### config.mk
export PLATFORM = sky130hd
export DESIGN_NAME = dispatch_queue
export DESIGN_NICKNAME = d
export VERILOG_FILES = /design/src/rtl/ooop_types.sv /design/src/rtl/dispatch_ring_buffer.sv /design/src/rtl/dispatch_queue.sv
export SDC_FILE = /design/constraint.sdc
export NUM_CORES = 1
export LEC_CHECK = 0
export BUFFER_PORTS_ARGS = -buffer_cell sky130_fd_sc_hd__clkbuf_2
export CAP_MARGIN = 20
export CORE_ASPECT_RATIO = 1.4
export CORE_MARGIN = 8
export CORE_UTILIZATION = 49
export CTS_CLUSTER_SIZE = 28
export DETAILED_ROUTE_END_ITERATION = 12
export GPL_TIMING_DRIVEN = 0
export PLACE_DENSITY = 0.85
export REMOVE_ABC_BUFFERS = 1
export SYNTH_ARGS = -nofsm -noshare
export SYNTH_HDL_FRONTEND = slang
export SYNTH_HIERARCHICAL = 1
export SYNTH_SLANG_ARGS = --single-unit
### constraint.sdc
create_clock -name clk -period 5.8 [get_ports clk]
set_clock_uncertainty 0.1 [all_clocks]
set_input_delay 0.87 -clock clk [delete_from_list [all_inputs] [get_ports clk]]
set_output_delay 0.87 -clock clk [all_outputs]
set_load 0.005 [all_outputs]
### src/rtl/ooop_types.sv
// Shared out-of-order pipeline types: rename packets, reservation-station entries,
// functional-unit encodings and the packet-to-RS-entry mapping used by dispatch logic.
package ooop_types;

    typedef logic [1:0] fu_type_t;

    localparam fu_type_t FU_ALU = 2'd0;
    localparam fu_type_t FU_BRU = 2'd1;
    localparam fu_type_t FU_LSU = 2'd2;

    typedef logic [4:0] rob_tag_t;
    typedef logic [5:0] preg_t;

    typedef struct packed {
        fu_type_t   fu_type;
        logic [3:0] op;
        preg_t      rd;
        preg_t      rs1;
        logic       rs1_ready;
        preg_t      rs2;
        logic       rs2_ready;
        logic [15:0] imm;
        rob_tag_t   rob_tag;
    } rename_pkt_t;

    typedef struct packed {
        logic       valid;
        fu_type_t   fu_type;
        logic [3:0] op;
        preg_t      rd;
        preg_t      rs1;
        logic       rs1_ready;
        preg_t      rs2;
        logic       rs2_ready;
        logic [15:0] imm;
        rob_tag_t   rob_tag;
    } rs_entry_t;

    function automatic logic fu_is_legal(input fu_type_t fu);
        return (fu == FU_ALU) || (fu == FU_BRU) || (fu == FU_LSU);
    endfunction

    function automatic rs_entry_t to_rs_entry(input rename_pkt_t pkt);
        rs_entry_t e;
        e.valid     = 1'b1;
        e.fu_type   = pkt.fu_type;
        e.op        = pkt.op;
        e.rd        = pkt.rd;
        e.rs1       = pkt.rs1;
        e.rs1_ready = pkt.rs1_ready;
        e.rs2       = pkt.rs2;
        e.rs2_ready = pkt.rs2_ready;
        e.imm       = pkt.imm;
        e.rob_tag   = pkt.rob_tag;
        return e;
    endfunction

endpackage

### src/rtl/dispatch_ring_buffer.sv
// Generic DEPTH-entry circular FIFO storage with pointers, occupancy count,
// full/empty flags and a synchronous clear. DEPTH must be a power of two.
module dispatch_ring_buffer #(
    parameter int DEPTH = 4,
    parameter int W     = 8
) (
    input  logic                       clk,
    input  logic                       rst,
    input  logic                       clear,
    input  logic                       push,
    input  logic                       pop,
    input  logic [W-1:0]               wdata,
    output logic [W-1:0]               rdata,
    output logic [$clog2(DEPTH+1)-1:0] count,
    output logic                       full,
    output logic                       empty
);

    localparam int PW = $clog2(DEPTH);
    localparam int CW = $clog2(DEPTH+1);

    logic [W-1:0]  mem [DEPTH];
    logic [PW-1:0] wr_ptr;
    logic [PW-1:0] rd_ptr;
    logic [CW-1:0] count_q;

    // NOTE: storage is reset here only because entries must read as zero after reset;
    // a larger queue would leave the array unreset and rely on the count instead.
    always_ff @(posedge clk or posedge rst) begin
        if (rst) begin
            wr_ptr  <= '0;
            rd_ptr  <= '0;
            count_q <= '0;
            for (int i = 0; i < DEPTH; i++) begin
                mem[i] <= '0;
            end
        end else if (clear) begin
            wr_ptr  <= '0;
            rd_ptr  <= '0;
            count_q <= '0;
        end else begin
            if (push) begin
                mem[wr_ptr] <= wdata;
                wr_ptr      <= wr_ptr + 1'b1;
            end
            if (pop) begin
                rd_ptr <= rd_ptr + 1'b1;
            end
            if (push && !pop) begin
                count_q <= count_q + 1'b1;
            end else if (pop && !push) begin
                count_q <= count_q - 1'b1;
            end
        end
    end

    assign rdata = mem[rd_ptr];
    assign count = count_q;
    assign full  = (count_q == CW'(DEPTH));
    assign empty = (count_q == '0);

endmodule

### src/rtl/dispatch_queue.sv
// In-order dispatch from rename into the ALU/BRU/LSU reservation stations and ROB.
// Optional same-cycle bypass of an empty queue is enabled by defining DISPATCH_BYPASS_EN.
module dispatch_queue
    import ooop_types::*;
#(
    parameter int DEPTH = 4,
    parameter int CNT_W = 32
) (
    input  logic                       clk,
    input  logic                       rst,
    input  logic                       flush_i,
    input  logic                       valid_in,
    output logic                       ready_out,
    input  rename_pkt_t                pkt_in,
    input  logic                       rs_alu_ready_i,
    input  logic                       rs_bru_ready_i,
    input  logic                       rs_lsu_ready_i,
    output logic                       rs_alu_valid_o,
    output logic                       rs_bru_valid_o,
    output logic                       rs_lsu_valid_o,
    output rs_entry_t                  rs_alu_entry_o,
    output rs_entry_t                  rs_bru_entry_o,
    output rs_entry_t                  rs_lsu_entry_o,
    input  logic                       rob_ready_i,
    output logic                       rob_alloc_valid_o,
    output rename_pkt_t                rob_alloc_pkt_o,
    output logic [$clog2(DEPTH+1)-1:0] occupancy_o,
    output logic [CNT_W-1:0]           stall_rob_cnt_o,
    output logic [CNT_W-1:0]           stall_rs_cnt_o,
    output logic                       bad_fu_o
);

    logic        push;
    logic        pop;
    logic        fire;
    logic        bypass;
    logic        rs_space_ok;
    logic        full;
    logic        empty;
    logic        head_legal;
    rename_pkt_t q_head;
    rename_pkt_t head;

    dispatch_ring_buffer #(
        .DEPTH (DEPTH),
        .W     ($bits(rename_pkt_t))
    ) u_ring (
        .clk   (clk),
        .rst   (rst),
        .clear (flush_i),
        .push  (push),
        .pop   (pop),
        .wdata (pkt_in),
        .rdata (q_head),
        .count (occupancy_o),
        .full  (full),
        .empty (empty)
    );

`ifdef DISPATCH_BYPASS_EN
    assign bypass = empty && valid_in && !flush_i;
`else
    assign bypass = 1'b0;
`endif

    assign head       = bypass ? pkt_in : q_head;
    assign head_legal = fu_is_legal(head.fu_type);
    assign ready_out  = !full && !flush_i;

    always_comb begin
        case (head.fu_type)
            FU_ALU:  rs_space_ok = rs_alu_ready_i;
            FU_BRU:  rs_space_ok = rs_bru_ready_i;
            FU_LSU:  rs_space_ok = rs_lsu_ready_i;
            default: rs_space_ok = 1'b0;
        endcase
    end

    assign fire = (!empty || bypass) && rob_ready_i && rs_space_ok && !flush_i;
    // A bypassed packet that fires never touches the storage.
    assign pop  = fire && !bypass;
    assign push = valid_in && ready_out && !(bypass && fire);

    assign rob_alloc_valid_o = fire;
    assign rob_alloc_pkt_o   = head;

    // NOTE: every output of this block gets a default first so no path can infer a latch.
    always_comb begin
        rs_alu_valid_o = 1'b0;
        rs_bru_valid_o = 1'b0;
        rs_lsu_valid_o = 1'b0;
        rs_alu_entry_o = '0;
        rs_bru_entry_o = '0;
        rs_lsu_entry_o = '0;
        if (fire) begin
            case (head.fu_type)
                FU_ALU: begin
                    rs_alu_valid_o = 1'b1;
                    rs_alu_entry_o = to_rs_entry(head);
                end
                FU_BRU: begin
                    rs_bru_valid_o = 1'b1;
                    rs_bru_entry_o = to_rs_entry(head);
                end
                FU_LSU: begin
                    rs_lsu_valid_o = 1'b1;
                    rs_lsu_entry_o = to_rs_entry(head);
                end
                default: ;
            endcase
        end
    end

    // Stall accounting looks only at a queued head, so bypass attempts never count.
    always_ff @(posedge clk or posedge rst) begin
        if (rst) begin
            stall_rob_cnt_o <= '0;
            stall_rs_cnt_o  <= '0;
            bad_fu_o        <= 1'b0;
        end else begin
            if (!empty && !fire && !flush_i) begin
                if (!rob_ready_i) begin
                    if (stall_rob_cnt_o != '1) stall_rob_cnt_o <= stall_rob_cnt_o + 1'b1;
                end else if (!rs_space_ok && head_legal) begin
                    if (stall_rs_cnt_o != '1) stall_rs_cnt_o <= stall_rs_cnt_o + 1'b1;
                end
            end
            if (!empty && !head_legal) begin
                bad_fu_o <= 1'b1;
            end
        end
    end

endmodule

## Yosys cells after proc, flatten, opt, wreduce, memory -nomap -nowiden

Cells that the tools add are included.

| storage, ports and cells | value |
|---|---|
| bits in registers | 260 |
| output and inout port bits | 264 |
| logic and storage cells | 83 |

| operators by class | value |
|---|---|
| reductions and logical operators | 29 |
| $add $sub $neg | 6 |
| order comparisons | 3 |
| eq/ne operators | 5 |
| muxes and demuxes | 26 |
| bitwise gates (word level) | 4 |

Operators with widths:

| kind | number |
|---|---|
| $mux 48 | 6 |
| $bwmux 188 | 1 |
| $mux 47 | 3 |
| $bmux 47 s2 | 1 |
| $demux 47 s2 | 1 |
| $add 32x1->32 const B | 2 |
| $ne 32x32->1 const B | 2 |
| $logic_and 1x1->1 | 12 |
| $mux 3 | 3 |
| $mux 2 | 4 |
| $logic_not 1->1 | 7 |
| $ge 3x3->1 const B | 2 |
| $mux 1 | 6 |
| $not 2->3 | 2 |
| $add 2x1->2 const B | 2 |
| $reduce_and 4->1 | 1 |
| $reduce_bool 2->1 | 2 |
| $add 3x1->3 const B | 1 |
| $eq 3x3->1 const B | 1 |
| $logic_not 3->1 | 1 |
| $lt 3x1->1 const B | 1 |
| $pmux 1 s3 | 1 |
| $reduce_and 3->1 | 1 |
| $reduce_bool 3->1 | 1 |
| 7 further kinds | 9 |

## Longest topological paths before layout

Gate-level depths: netlist of the first run.

| logic depth | value |
|---|---|
| depth in word-level cells | 12 |
| mapped depth | 11 |
| mapped depth without buffers | 9 |

## Hierarchy

The synthesis of the first run kept the hierarchy.

By module, submodules not included:

| module | instances | area each (um2) | cells each |
|---|---|---|---|
| dispatch_ring_buffer | 1 | 9046.2 | 501 |
| dispatch_queue | 1 | 4226.6 | 468 |

## Worst setup path before layout of the first run

Ideal clock, no wire load.

| timing path | value |
|---|---|
| kind | register -> output |
| start point | reg u_ring.rd_ptr[0] |
| end point | out rs_lsu_entry_o[36] (netlist bit) |
| stages on the path, launching flop included | 9 |
| data arrival time | 2.432 ns |
| path slack | 2.398 ns |
| path buffers | 4 |
| cells stage by stage | dfrtp_1 > clkbuf_1 > buf_4 > mux4_2 > nor4b_2 > and3_1 > clkbuf_1 > clkbuf_1 > and2_1 |

RTL lines:

| item | line | source |
|---|---|---|
| start, declared | dispatch_ring_buffer.sv:24 | `logic [PW-1:0] rd_ptr;` |
| start signal, assigned | dispatch_ring_buffer.sv:47 | `rd_ptr <= rd_ptr + 1'b1;` |
| end, declared | dispatch_queue.sv:23 | `output rs_entry_t rs_lsu_entry_o,` |

==> results of run 1 <==
[stage by stage]
| stage | setup TNS [ns] | total power, mW | utilization [%] |
|---|---|---|---|
| CTS | 0 | 5.236 | 60.27 |
| detailed placement | 0 | 3.368 | 56.65 |
| floorplan | -94.04 | 2.968 | - |
| finish | 0 | 5.179 | 60.30 |
| global route | 0 | 5.432 | 60.30 |
| global placement | -612.80 | 3.294 | 55.73 |
[cells by family (layout without fill, tap and decap cells)]
group / after synthesis / in the layout / share of synthesized area [%]
fa+ha+maj: 7 / 7 / 0.7164
other cells: 1 / 4 / 0.02825
flops: 260 / 260 / 49.02
simple gates: 304 / 304 / 13.85
buf+inv: 76 / 390 / 3.544
xor+xnor: 61 / 61 / 4.025
compound gates: 19 / 19 / 1.018
mux: 241 / 241 / 27.80
[power by group through the flow]
stage / Combinational [mW] / Clock (mW) / Sequential, mW
3_5_place_dp: 1.04 / 0 / 2.33
4_1_cts: 1.04 / 1.89 / 2.30
2_1_floorplan: 0.692 / 0 / 2.28
5_1_grt: 1.12 / 1.97 / 2.35
6_report: 1.03 / 1.84 / 2.31
3_3_place_gp: 0.977 / 0 / 2.32
[sequential cells by signal, summed over array words and instances (netlist names)]
| name | flops |
|---|---|
| bad_fu_o | 1 |
| stall_rob_cnt_o | 32 |
| stall_rs_cnt_o | 32 |
| u_ring/count | 3 |
| u_ring/mem | 188 |
| u_ring/rd_ptr | 2 |
| u_ring/wr_ptr | 2 |
[worst max-delay path by stage]
stage / slack [ns] / from / end / cells past startpoint
finish: 0.98 / u_ring/rd_ptr[0]$_DFFE_PP0P_ / rs_lsu_entry_o[34] / 6
global route: 0.71 / u_ring/rd_ptr[0]$_DFFE_PP0P_ / rs_lsu_entry_o[34] / 6
CTS: 0.87 / u_ring/rd_ptr[0]$_DFFE_PP0P_ / rs_lsu_entry_o[26] / 6
detailed placement: 1.45 / u_ring/rd_ptr[0]$_DFFE_PP0P_ / rs_lsu_entry_o[26] / 6
global placement: -2.32 / rst / u_ring/mem[73]$_DFFE_PP0P_ / 2
floorplan: -0.48 / rst / u_ring/count[0]$_DFFE_PP0P_ / 1
[per-layer routing]
metal	track usage (%)	vias up	part of all wire [%]
li1	-	4001	-
met1	23.95	4511	40
met2	35.73	243	53
met3	3.870	45	5.9
met4	3.897	2	1.3
met5	0	-	0.040
[cells in the final DEF (no fill, tap or decap), drive strengths merged, types with 4 or more instances in the layout]
cell type / instances
nand2: 32
ha: 6
mux2: 191
dfrtp: 260
nor3: 16
inv: 17
and4: 7
and3: 11
nor2: 26
nand3: 24
clkbuf: 352
nor4: 6
conb: 4
nand4: 26
mux4: 47
nor4b: 4
bufinv: 4
buf: 9
xor2: 22
clkinv: 7
and2: 138
xnor2: 39
[layout make-up]
type,instances,share of cell area [%]
flip-flops and latches,260,40.38
inverters,16,0.4191
multi-input cells,636,39.31
well taps,365,2.833
clock inverters,13,1.086
clock buffers,37,4.920
repair buffers,324,11.05
[worst register-to-register path, stage by stage, from the launching register on]
cell	delay (ns)
dfrtp_4	0.72
buf_16	0.30
mux4_2	0.65
nand3b_1	0.26
o21a_1	0.14
nor2_1	0.43
nor2b_1	0.13
fa_1	0.40
nor3b_1	0.26
o21ai_0	0.12
nor3b_1	0.14
[Yosys cell counts, types with 3 or more instances]
master / number / area (um^2)
dfrtp_1: 260 / 6506
and2_1: 138 / 863.3
mux2_4: 120 / 1802
mux2_2: 70 / 788.3
mux4_2: 47 / 1059
xnor2_1: 39 / 341.6
nand2_1: 28 / 105.1
nor2_1: 26 / 97.59
nand3_1: 24 / 120.1
nand4_1: 24 / 150.1
xor2_1: 22 / 192.7
clkbuf_1: 19 / 71.32
buf_6: 17 / 191.4
inv_1: 16 / 60.06
nor3_1: 16 / 80.08
buf_2: 13 / 65.06
and3_1: 11 / 68.82
buf_4: 11 / 82.58
and4_1: 7 / 61.31
ha_1: 6 / 75.07
nand2_2: 4 / 25.02
nor4_1: 4 / 25.02
a31oi_1: 3 / 18.77
mux2i_1: 3 / 30.03
nor3b_1: 3 / 22.52
nor4b_2: 3 / 45.04
==> summary.md, run 1 <==
| Metric | Value |
|---|---|
| Status | `finished, final reports clean` |
| Tot GR Track Use | `19.73%` |
| Critical path cell sequence | `buf_16 > mux4_2 > nor4b_2 > and3_2 > and2_1 > clkbuf_2` |
| Setup WS post-layout | `0.9764 ns` |
| Global placer's final weighted congestion | `around 0.84` |
| DRC viols | `0` |
| Initial antenna violation count | `1` |
| Count of cell types in the netlist | `53` |
| Post-Synthesis Cells | `969` |
| Number of vias per cell | `5.331` |
| Yosys warning total | `6` |
| FF-to-FF setup slack | `2.01 ns` |
| Combinational power share | `between 10% and 20%` |
| Via count | `8802` |
| I/O Buffers | `314` |
| Worst hold slack | `0.2742 ns` |
| Largest net degree at the start of global routing | `126` |
| Achievable Freq | `0.2073 GHz` |
| Setup Buffers After CTS | `0` |
| Mapped Avg Cell Area | `13.70 um^2` |
| Die Wd | `155.1 um` |
| CP max FO | `48` |
| Fill count | `1985` |
| Clock Root Buffer | `clkbuf_16` |
| Post-Layout Inst Area | `0.01612 mm^2` |
| Die H | `210.7 um` |
| Final Hold Viols | `0` |
| CP Launch Type | `flip-flop` |
| Sw Pwr | `1.332 mW` |
| Setup violators final | `0` |
| Clock sink total | `260` |
| Crit path capture type | `output pin` |
| Cell count after placement | `1600` |
| Placed Area | `0.01515 mm^2` |
| First-pass GRT wire length | `53.09 mm` |
| Clock share of power | `35.6%` |
| Post-synth EDFFs | `0` |
| Worst r2r src | `u_ring/rd_ptr[0]$_DFFE_PP0P_` |
| Area used by multi-input combinational logic | `0.006337 mm^2` |
| Sequential cell area | `0.006511 mm^2` |
| P_int | `3.847 mW` |
| Synthesis-to-layout area growth | `21.47%` |
| Post-CTS Hold Buffers | `0` |
| CTS clk-pin slew, worst paths | `roughly 0.06 ns` |
| Die Area | `0.03268 mm^2` |
| Ys flop type | `dfrtp_1` |
| Clk Latency, worst-skew pair | `0.53 ns` |
| CTS Buffer Depth | `3` |
| Asr flop ratio synth | `100.0%` |
| Hold Crit Class | `in -> async` |
| Cell family with most CP delay | `simple AND/OR/NAND/NOR gates` |
| Max transition margin | `between 30% and 40%` |
| Power per Cell Area | `321.2 mW/mm^2` |
| Nets | `1327` |
| R2r endpoint | `u_ring/count[2]$_DFFE_PP0P_` |
| Final period utilization | `83.16%` |
| # resized after CTS | `0` |
| Core Box Area | `0.02674 mm^2` |
| TritonCTS buffer count | `27` |
| Pre-CTS setup slack | `1.447 ns` |
| Io pins | `between 300 and 400` |
| Delay of the slowest critical-path stage | `approximately 0.87 ns` |
| Antenna cells | `0` |
| Gr ovfl total | `0` |
| Vias in the first global route | `9700` |
| Cell row count | `slightly above 70` |
| Final ANT Viol Nets | `0` |
| Drt total wl | `32.45 mm` |
| Leakage | `8.289 nW` |
| Register area share after synthesis | `roughly 50%` |
| Req. time, crit path | `about 4.8 ns` |
| RSZ-0062 raised after global routing | `no` |
| Sw frac | `25.72%` |
| Post-DP HPWL | `22.26 mm` |
| Layout Cells excl Fill | `1651` |
| Register share of total power | `44.6%` |
| Initial core utilization | `49.64%` |
| Layout cells sized above 1 | `49.22%` |
| Worst Tran Pin Value | `0.9338 ns` |
| Critical path class | `reg -> out` |
| DRT Pass-1 Iters | `5` |
| Max_cap viols | `0` |
| CTS tree | `yes` |
| VDD IR-drop max | `0.2247 mV` |
| Slew Viols, Final | `0` |
| H-tree levels | `1` |
| Final critical-path required period | `4.824 ns` |
| DRT iter0 DRCs | `353` |
| Crit path buffers/inverters | `2` |
| Worst path arrival time | `3.85 ns` |
| Slowest CP cell | `and3_2` |
| Flops & latches, synth | `260` |
| WL/cell | `around 20 um` |
| Syn Std Cell Area | `approximately 0.013 mm^2` |
| R2R cell count | `10` |
Note: power is estimated with default switching activity, not from simulation.
==> run 2, diff against run 1 <==
CORE_UTILIZATION = 54   (was 49)
PLACE_DENSITY = 0.88   (was 0.85)
clock period = 4.52 ns   (was 5.8 ns; I/O delays follow)
==> run 2 against run 1 <==
Against the previous run: via count rose by 1.5%; combinational power up 28%; non-clock buffer count did not move; register-to-register slack lost 1.1 ns; sequential power increased by 29%; global-route usage up 2.0 points; design area is 1.3% lower; critical path depth is 1 lower; highest routed layer unchanged.
==> summary.md, run 2 (synthesized netlist as in run 1, its figures left out) <==
| Metric | Value |
|---|---|
| Die H | `201.5 um` |
| Final total power | `6.316 mW` |
| DRC viols | `0` |
| Commonest non-fill, non-tap cell in the layout | `clkbuf_2` |
| CP max FO | `47` |
| Post-CTS Hold Buffers | `0` |
| I/O Buffers | `roughly 310` |
| CP Launch Type | `flip-flop` |
| Final period utilization | `94.68%` |
| Io pins | `about 320` |
| Tot GR Track Use | `21.68%` |
| Slew Viols, Final | `0` |
| Largest Register | `u_ring/mem` |
| Worst Tran Pin Value | `0.7928 ns` |
| Max transition margin | `46.90%` |
| Met2 Use GR | `38.31%` |
| Clk Latency, worst-skew pair | `0.52 ns` |
| RSZ-0062 raised after global routing | `no` |
| Clock Root Buffer | `clkbuf_16` |
| R2R cell count | `9` |
| Commonest cells after routing, fill and taps aside | `clkbuf_2, dfrtp_1, and2_1, mux2_4, mux2_2` |
| Initial antenna violation count | `2` |
| CTS clk-pin slew, worst paths | `approximately 0.06 ns` |
| Biggest regs | `u_ring/mem: 188 flops, stall_rob_cnt_o: 32 flops, stall_rs_cnt_o: 32 flops` |
| Max reg flops | `around 190` |
| Layout cells sized above 1 | `48.52%` |
| Met1 Usage GRT | `25.83%` |
| Clock sink total | `260` |
| Req. time, crit path | `3.74 ns` |
| Global placer's final weighted congestion | `0.8370` |
| WL/cell | `20.62 um` |
| Worst path arrival time | `3.50 ns` |
| Cell count after placement | `around 1600` |
| TNS Setup | `0 ns` |
| CTS Buffer Depth | `3` |
| Met3 GRT Util | `4.609%` |
| Die Wd | `148.5 um` |
| Leakage | `~8.2 nW` |
| Synthesis-to-layout area growth | `19.94%` |
| Achievable Freq | `0.2337 GHz` |
| VDD IR-drop max | `around 0.38 mV` |
| Drt total wl | `32.99 mm` |
| Gr ovfl total | `0` |
| Largest net degree at the start of global routing | `between 100 and 150` |
| H-tree levels | `1` |
| DRT Pass-1 Iters | `5` |
| Critical path class | `reg -> out` |
| Final Hold Viols | `0` |
| Nets | `1326` |
| Initial core utilization | `between 50% and 60%` |
| Status | `finished, final reports clean` |
| Via count | `8935` |
| Post-DP HPWL | `22.20 mm` |
| Setup violators final | `0` |
| Die Area | `about 0.03 mm^2` |
| CTS tree | `yes` |
| Cell row count | `68` |
| Final ANT Viol Nets | `0` |
| Number of vias per cell | `5.584` |
| First-pass GRT wire length | `52.99 mm` |
| Final critical-path required period | `4.280 ns` |
| Hold Crit Class | `in -> async` |
| Crit path capture type | `output pin` |
| DRT iter0 DRCs | `366` |
| Layout Cells excl Fill | `1600` |
| Max_cap viols | `0` |
| Core Box Area | `roughly 0.024 mm^2` |
| Power per Cell Area | `396.8 mW/mm^2` |
| Vias in the first global route | `9927` |
| GR peak layer | `met2` |
| TritonCTS buffer count | `26` |
## run 2: cell count changes in the layout (fill, tap and decap cells not counted), sizes merged
cell / delta
inv: -1
clkinvlp: -1
diode: +1
clkbuf: +3
bufinv: -4
buf: +1
## run 2: per-layer routing
metal | vias up | wire length (um)
met5 | - | 27
met4 | 4 | 625
met3 | 52 | 2175
met2 | 304 | 17400
met1 | 4579 | 12770
li1 | 3996 | -
## run 2: worst paths after layout
check / start / to / slack, ns
max reg2reg: u_ring/rd_ptr[0]$_DFFE_PP0P_ / u_ring/count[2]$_DFFE_PP0P_ / 0.88
min: rst / stall_rs_cnt_o[19]$_DFFE_PP0P_ / 0.15
min reg2reg: stall_rob_cnt_o[11]$_DFFE_PP0P_ / stall_rob_cnt_o[11]$_DFFE_PP0P_ / 0.40
max: u_ring/rd_ptr[0]$_DFFE_PP0P_ / rs_alu_entry_o[41] / 0.24
min in group clk: pkt_in[34] / u_ring/mem[34]$_DFFE_PP0P_ / 0.33
max in group asynchronous: rst / u_ring/mem[166]$_DFFE_PP0P_ / 3.20
## run 2: stage by stage
stage                     utilization, %  setup WS [ns]  hold WS, ns  cell area, um^2
after CTS                          65.15         0.1528       0.1366            15910
after floorplan                        -         -1.570       0.3678            12870
after global routing               65.18       0.003566       0.1770            15920
final                              65.19         0.2403       0.1510            15920
after global placement             60.77         -3.380       0.3636            14840
after detailed placement           61.84         0.5630       0.3798            15100
## run 2: what timing repair did
action                                  in CTS  in global routing
endpoints found under the setup margin      33                  0
setup buffers                                0                  0
gates resized for setup                      2                  0
## run 2: final cells by class
cell class / instances / area, um^2
inverter: 16 / 67.56
antenna: 1 / 2.502
timing repair buffer: 324 / 1797
clock buffer: 41 / 768.2
fill: 1734 / 8499
sequential: 260 / 6511
multi-input combinational: 636 / 6344
clock inverter: 7 / 35.03
tap: 315 / 394.1
## run 2: power breakdown
group          total [mW]  internal, mW  leakage [nW]  switching [mW]
Clock                2.03          1.16         0.401           0.868
Sequential           2.97          2.71          3.41           0.259
Combinational        1.32         0.774          4.40           0.545
## run 2: critical path: stages, from the launching register on
cell,delay [ns]
dfrtp_4,0.78
mux4_2,0.66
nor4b_2,0.48
and3b_4,0.67
and2_1,0.25
clkbuf_2,0.13
